### src/rtl/fft_output_reorder.sv
// fft_output_reorder: buffers one bit-reversed frame of sign-magnitude FFT
// results and streams it out in natural order as two's complement values.
module fft_output_reorder #(
    parameter int unsigned number_bits = 22,
    parameter int unsigned N           = 32,
    parameter int unsigned Q           = 8,
    localparam int unsigned A          = $clog2(N)
) (
    input  logic                   clk,
    input  logic                   rst,
    input  logic                   in_valid,
    output logic                   in_ready,
    input  logic [number_bits-1:0] in_re,
    input  logic [number_bits-1:0] in_im,
    output logic                   out_valid,
    input  logic                   out_ready,
    output logic [number_bits-1:0] out_re,
    output logic [number_bits-1:0] out_im,
    output logic [A-1:0]           out_index,
    output logic                   out_last,
    output logic                   busy
);

    // Q is informational only; reject nonsensical parameter sets at elaboration.
    if (Q > number_bits - 1 || N < 2 || (1 << A) != N) begin : g_param_check
        $error("fft_output_reorder: bad parameters");
    end

    typedef enum logic {StFill, StDrain} state_t;

    logic [number_bits-1:0] mem_re [N];
    logic [number_bits-1:0] mem_im [N];

    state_t       state;
    logic [A-1:0] wr_cnt;
    logic [A-1:0] rd_cnt;
    logic [A-1:0] rd_next;
    logic [A-1:0] wr_addr;
    logic         in_acc;
    logic         out_hs;

    function automatic logic [A-1:0] bitrev(input logic [A-1:0] x);
        logic [A-1:0] r;
        for (int j = 0; j < int'(A); j++) begin
            r[j] = x[A-1-j];
        end
        return r;
    endfunction

    // Negative zero maps to 0 naturally: -(0) wraps to 0.
    function automatic logic [number_bits-1:0] sm_to_tc(input logic [number_bits-1:0] x);
        logic [number_bits-1:0] mag;
        mag = {1'b0, x[number_bits-2:0]};
        return x[number_bits-1] ? -mag : mag;
    endfunction

    // Handshakes and addresses
    always_comb begin
        in_acc  = in_valid && in_ready;
        out_hs  = out_valid && out_ready;
        rd_next = rd_cnt + A'(1);
        wr_addr = bitrev(wr_cnt);
    end

    // Frame buffer write port, stored in sign-magnitude form
    always_ff @(posedge clk) begin
        if (!rst && in_acc) begin
            mem_re[wr_addr] <= in_re;
            mem_im[wr_addr] <= in_im;
        end
    end

    // Fill/drain control with registered handshake and output registers
    always_ff @(posedge clk) begin
        if (rst) begin
            state     <= StFill;
            wr_cnt    <= '0;
            rd_cnt    <= '0;
            in_ready  <= 1'b1;
            busy      <= 1'b0;
            out_valid <= 1'b0;
            out_re    <= '0;
            out_im    <= '0;
            out_index <= '0;
            out_last  <= 1'b0;
        end else begin
            unique case (state)
                StFill: begin
                    if (in_acc) begin
                        if (wr_cnt == A'(N - 1)) begin
                            // Bin 0 sits at address 0 (written by the first accept);
                            // the final accept writes address N-1, so no collision.
                            wr_cnt    <= '0;
                            rd_cnt    <= '0;
                            state     <= StDrain;
                            in_ready  <= 1'b0;
                            busy      <= 1'b1;
                            out_valid <= 1'b1;
                            out_re    <= sm_to_tc(mem_re[0]);
                            out_im    <= sm_to_tc(mem_im[0]);
                            out_index <= '0;
                            out_last  <= 1'b0;
                        end else begin
                            wr_cnt <= wr_cnt + A'(1);
                        end
                    end
                end
                StDrain: begin
                    if (out_hs) begin
                        if (out_last) begin
                            state     <= StFill;
                            rd_cnt    <= '0;
                            in_ready  <= 1'b1;
                            busy      <= 1'b0;
                            out_valid <= 1'b0;
                            out_last  <= 1'b0;
                        end else begin
                            rd_cnt    <= rd_next;
                            out_re    <= sm_to_tc(mem_re[rd_next]);
                            out_im    <= sm_to_tc(mem_im[rd_next]);
                            out_index <= rd_next;
                            out_last  <= (rd_next == A'(N - 1));
                        end
                    end
                end
                default: state <= StFill;
            endcase
        end
    end

endmodule

### config.mk
export PLATFORM = sky130hd
export DESIGN_NAME = fft_output_reorder
export DESIGN_NICKNAME = d
export VERILOG_FILES = /design/src/rtl/fft_output_reorder.sv
export SDC_FILE = /design/constraint.sdc
export NUM_CORES = 2
export LEC_CHECK = 0
export BUFFER_PORTS_ARGS = -buffer_cell sky130_fd_sc_hd__buf_2
export CORE_MARGIN = 3
export CORE_UTILIZATION = 40
export CTS_CLUSTER_SIZE = 14
export DETAILED_ROUTE_END_ITERATION = 10
export SETUP_SLACK_MARGIN = 0.2
export SYNTH_ARGS = -nofsm -noshare
export SYNTH_HDL_FRONTEND = slang
export SYNTH_SLANG_ARGS = --single-unit
### constraint.sdc
create_clock -name clk -period 4.49 [get_ports clk]
set_input_delay 0.2245 -clock clk [delete_from_list [all_inputs] [get_ports clk]]
set_output_delay 0.2245 -clock clk [all_outputs]
set_load 0.02 [all_outputs]
==> flow_summary_export.csv <==
group,metric,value,unit
critical_path,cp_top_family,"compound AO/OA/AOI/OAI gates",
floorplan,design.core.area,0.146,mm^2
timing,fin_crit_sh,0.907,
final_layout,final_nets,3307,
timing,slew_headroom,0.0174,
critical_path,cp_max_fo,28,
floorplan,placementRows,140,
routing,drt-wirelength-per-cell,30.8,um
logic_synthesis,syn-mean-instance-area,19.9,um^2
routing,via_count,31140,
clock_tree,htreeDepth,4,
critical_path,end_kind,"flop",
logic_synthesis,syn_nets,3022,
routing,drcViolationCount,0,
power_and_ir_drop,power,27200,uW
logic_synthesis,ys_seq_elements,1471,
flow_run,maxCapViolCount,0,
critical_path,timing.rr.start,"rd_cnt[1]",
grt,use_met2,0.333,
placement,gp_congestion,0.888,
clock_tree,cts_tree,"built",
critical_path,crit_arrival,4.75,ns
floorplan,die_y,390,um
final_layout,drive_above_1_share,0.266,
logic_synthesis,synthMuxAreaShare,0.158,
final_layout,register_area,0.0435,mm^2
critical_path,critPathLaunchType,"flop",
critical_path,regToRegSetupSlack,0.42,ns
critical_path,cpMostUsedCell,"buf_4",
grt,grt_max_degree,91,
logic_synthesis,yosysWarnings,0,
placement,portBuffers,100,
logic_synthesis,yosysMostFrequentCell,"edfxtp_1",
timing,rsz0062_at_grt,"yes",
timing,worst_pin_slew,1.47,ns
grt,grt_pass1_vias,31002,
critical_path,worstReg2RegEnd,"out_im[13]",
power_and_ir_drop,power_density,402,mW/mm^2
logic_synthesis,synth_adder_area_share,0.00276,
final_layout,multi_input_area,0.0146,mm^2
logic_synthesis,synth_top_area_share,0.716,
worst_hold_path,hold_path.startpoint,"in_valid",
timing,period_minus_slack,4.07,ns
power_and_ir_drop,leakage,0.0217,uW
routing,drtPass1Iterations,7,
critical_path,slowest_delay,0.57,ns
clock_tree,clkTransAtPathRegs,0.06,ns
critical_path,cp_num_buf_inv,3,
power_and_ir_drop,ir_drop,0.000244,V
grt,grt_overflow_total,0,
logic_synthesis,synth_ff_type,"edfxtp_1",
routing,drt-initial-drc-count,3676,
logic_synthesis,ys_top_cells_by_count,"1408 x edfxtp_1, 364 x mux4_2, 165 x nand2_1",
logic_synthesis,synth_top_family_by_area,"multiplexers",
floorplan,fp.dieW,390,um
timing,fin_worst_skew,0.0308,ns
critical_path,worstPathCellList,"ha_1 > xor2_4 > buf_12 > buf_4 > mux2i_1 > a221oi_1 > a211o_1 > nor4_4 > buf_4 > a21oi_1 > xnor2_1 > o21ai_0",
logic_synthesis,synth_xor_area_frac,0.0110,
logic_synthesis,synth_edf_count,1408,
worst_hold_path,hp-class,"in2reg",
timing,setup_tns,0,ns
outcome,status,"completed",
placement,dp_hpwl,96800,um
routing,vias_per_cell,5.89,
final_layout,stdcell_area,0.0676,mm^2
timing,setup_viol,0,
grt,busiest_layer,"met2",
clock_tree,cts.sinks,1471,
critical_path,reg2reg_depth,12,
logic_synthesis,yosysUniqueCellTypes,83,
final_layout,final_core_util,0.463,
clock_tree,cts_inserted_buffers,151,
critical_path,slowest_stage,"dfxtp_1",
grt,global_route.usage.met1,0.307,
logic_synthesis,ys_seq_area_frac,0.738,
grt,grt_pass1_wl,233000,um
final_layout,syn2layout_area_growth,14.6,%
grt,track_usage,0.215,
worst_hold_path,min_path_cells,4,
logic_synthesis,synth_area_leaders,"edfxtp_1 72%, mux4_2 14%, dfxtp_1 2.1%, mux2i_1 1.5%, nand2_1 1.0%",
timing,hold_viol,0,
logic_synthesis,synth_simple_gate_area_share,0.0364,
logic_synthesis,netlist_instances,2961,
critical_path,worstSetupPathType,"reg2reg",
clock_tree,clockBufferDepth,3,
floorplan,start_util,0.404,
floorplan,num_io_pins,101,
clock_tree,clk_latency,0.78,ns
grt,antenna_found_initial,7,
critical_path,crit_required,5.17,ns
logic_synthesis,syn_area,0.0590,mm^2
floorplan,dieArea,0.152,mm^2
logic_synthesis,synth_compound_area_frac,0.0339,
grt,met3_usage,0.0503,
routing,ant_nets,0,
timing,fmax,246,MHz
final_layout,fillers,12269,
routing,wl,163000,um
timing,drv_slew,0,
clock_tree,cts-root-buf,"clkbuf_16",
worst_hold_path,holdPathEnd,"wr_cnt[0]",
logic_synthesis,yosysTopAreaCell,"edfxtp_1",
placement,dpl_cell_area,0.0625,mm^2
logic_synthesis,synthArstFlopShare,0,
-- area by class of cell --
| type | instances | share of cell area |
|---|---|---|
| timing repair buffer | 292 | 0.0345 |
| antenna | 3 | 0.000111 |
| inverter | 30 | 0.00170 |
| clock inverter | 67 | 0.00677 |
| tap | 1917 | 0.0355 |
| multi-input combinational | 1300 | 0.216 |
| sequential | 1471 | 0.644 |
| clock buffer | 203 | 0.0612 |
-- layout by cell type (no fill, tap or decap), types with 32 or more instances in the layout --
master         netlist  routed
a21oi_1             45      42
buf_2               33     100
buf_4               38     123
clkbuf_1            46      43
clkbuf_16            0     158
dfxtp_1             63      60
dlygate4sd3_1        0      46
edfxtp_1          1408    1408
mux2i_1             91      91
mux4_2             364     364
nand2_1            165     165
nor2_1             158     125
nor2_4               0      32
o21ai_0             47      46
o31ai_1             36      36
xnor2_1             40      38
-- logic make-up after synthesis --
kind of cell               count (synthesis)
DFF                                     1471
and+or+nand+nor                          469
muxes                                    466
AOI/OAI and AO/OA                        281
buffers and inverters                    190
xor gates and xnor gates                  71
adders and majority gates                 13
-- how the worst max path moves through the flow --
stage | to | startpoint | slack, ns | cells past startpoint
final | out_im[13] | rd_cnt[1] | 0.42 | 12
after CTS | out_re[8] | rd_cnt[2] | 0.32 | 11
after detailed placement | out_re[8] | rd_cnt[2] | 0.32 | 11
after floorplan | out_im[10] | rd_cnt[0] | 0.21 | 23
after global routing | out_re[8] | rd_cnt[1] | 0.15 | 13
after global placement | out_re[19] | rd_cnt[1] | 0.41 | 11
-- routing by layer --
| metal | wire, um | vias up |
|---|---|---|
| li1 | - | 12824 |
| met1 | 68400 | 16633 |
| met2 | 75600 | 1404 |
| met3 | 14500 | 273 |
| met4 | 4340 | 6 |
| met5 | 38 | - |
-- worst min-delay path: cells and delay by family --
| family | cells | cell delay, ns |
|---|---|---|
| buffers and inverters | 1 | 0.14 |
| AND/OR/NAND/NOR | 2 | 0.48 |
| AO/OA/AOI/OAI | 1 | 0.13 |
-- repair_timing --
item                                    4_1_cts  5_1_grt
hold buffers                                 46        0
buffers inserted                              0        3
resized for setup                             0        4
endpoints found under the hold margin      1395        0
endpoints found under the setup margin        0       17
-- registers in the layout (all words and copies together), names as in the netlist --
| signal | count |
|---|---|
| mem_im | 704 |
| mem_re | 704 |
| out_im | 22 |
| out_re | 22 |
| out_index | 5 |
| rd_cnt | 5 |
| wr_cnt | 5 |
| busy | 1 |
| in_ready | 1 |
| out_last | 1 |
| state | 1 |
-- report_power, final --
group          switching, uW  internal (uW)
combinational            289           79.8
sequential              38.0          15100
clock                   5100           6650
total                   5430          21800
-- stage by stage --
stage | setup slack (ns) | hold slack, ns | cells
floorplan | 0.213 | 0.323 | 2961
global placement | 0.408 | 0.445 | 4961
detailed placement | 0.320 | 0.443 | 4961
CTS | 0.322 | 0.141 | 5277
global route | 0.145 | 0.260 | 5280
finish | 0.417 | 0.255 | 5283
(Power assumes the default switching activity.)
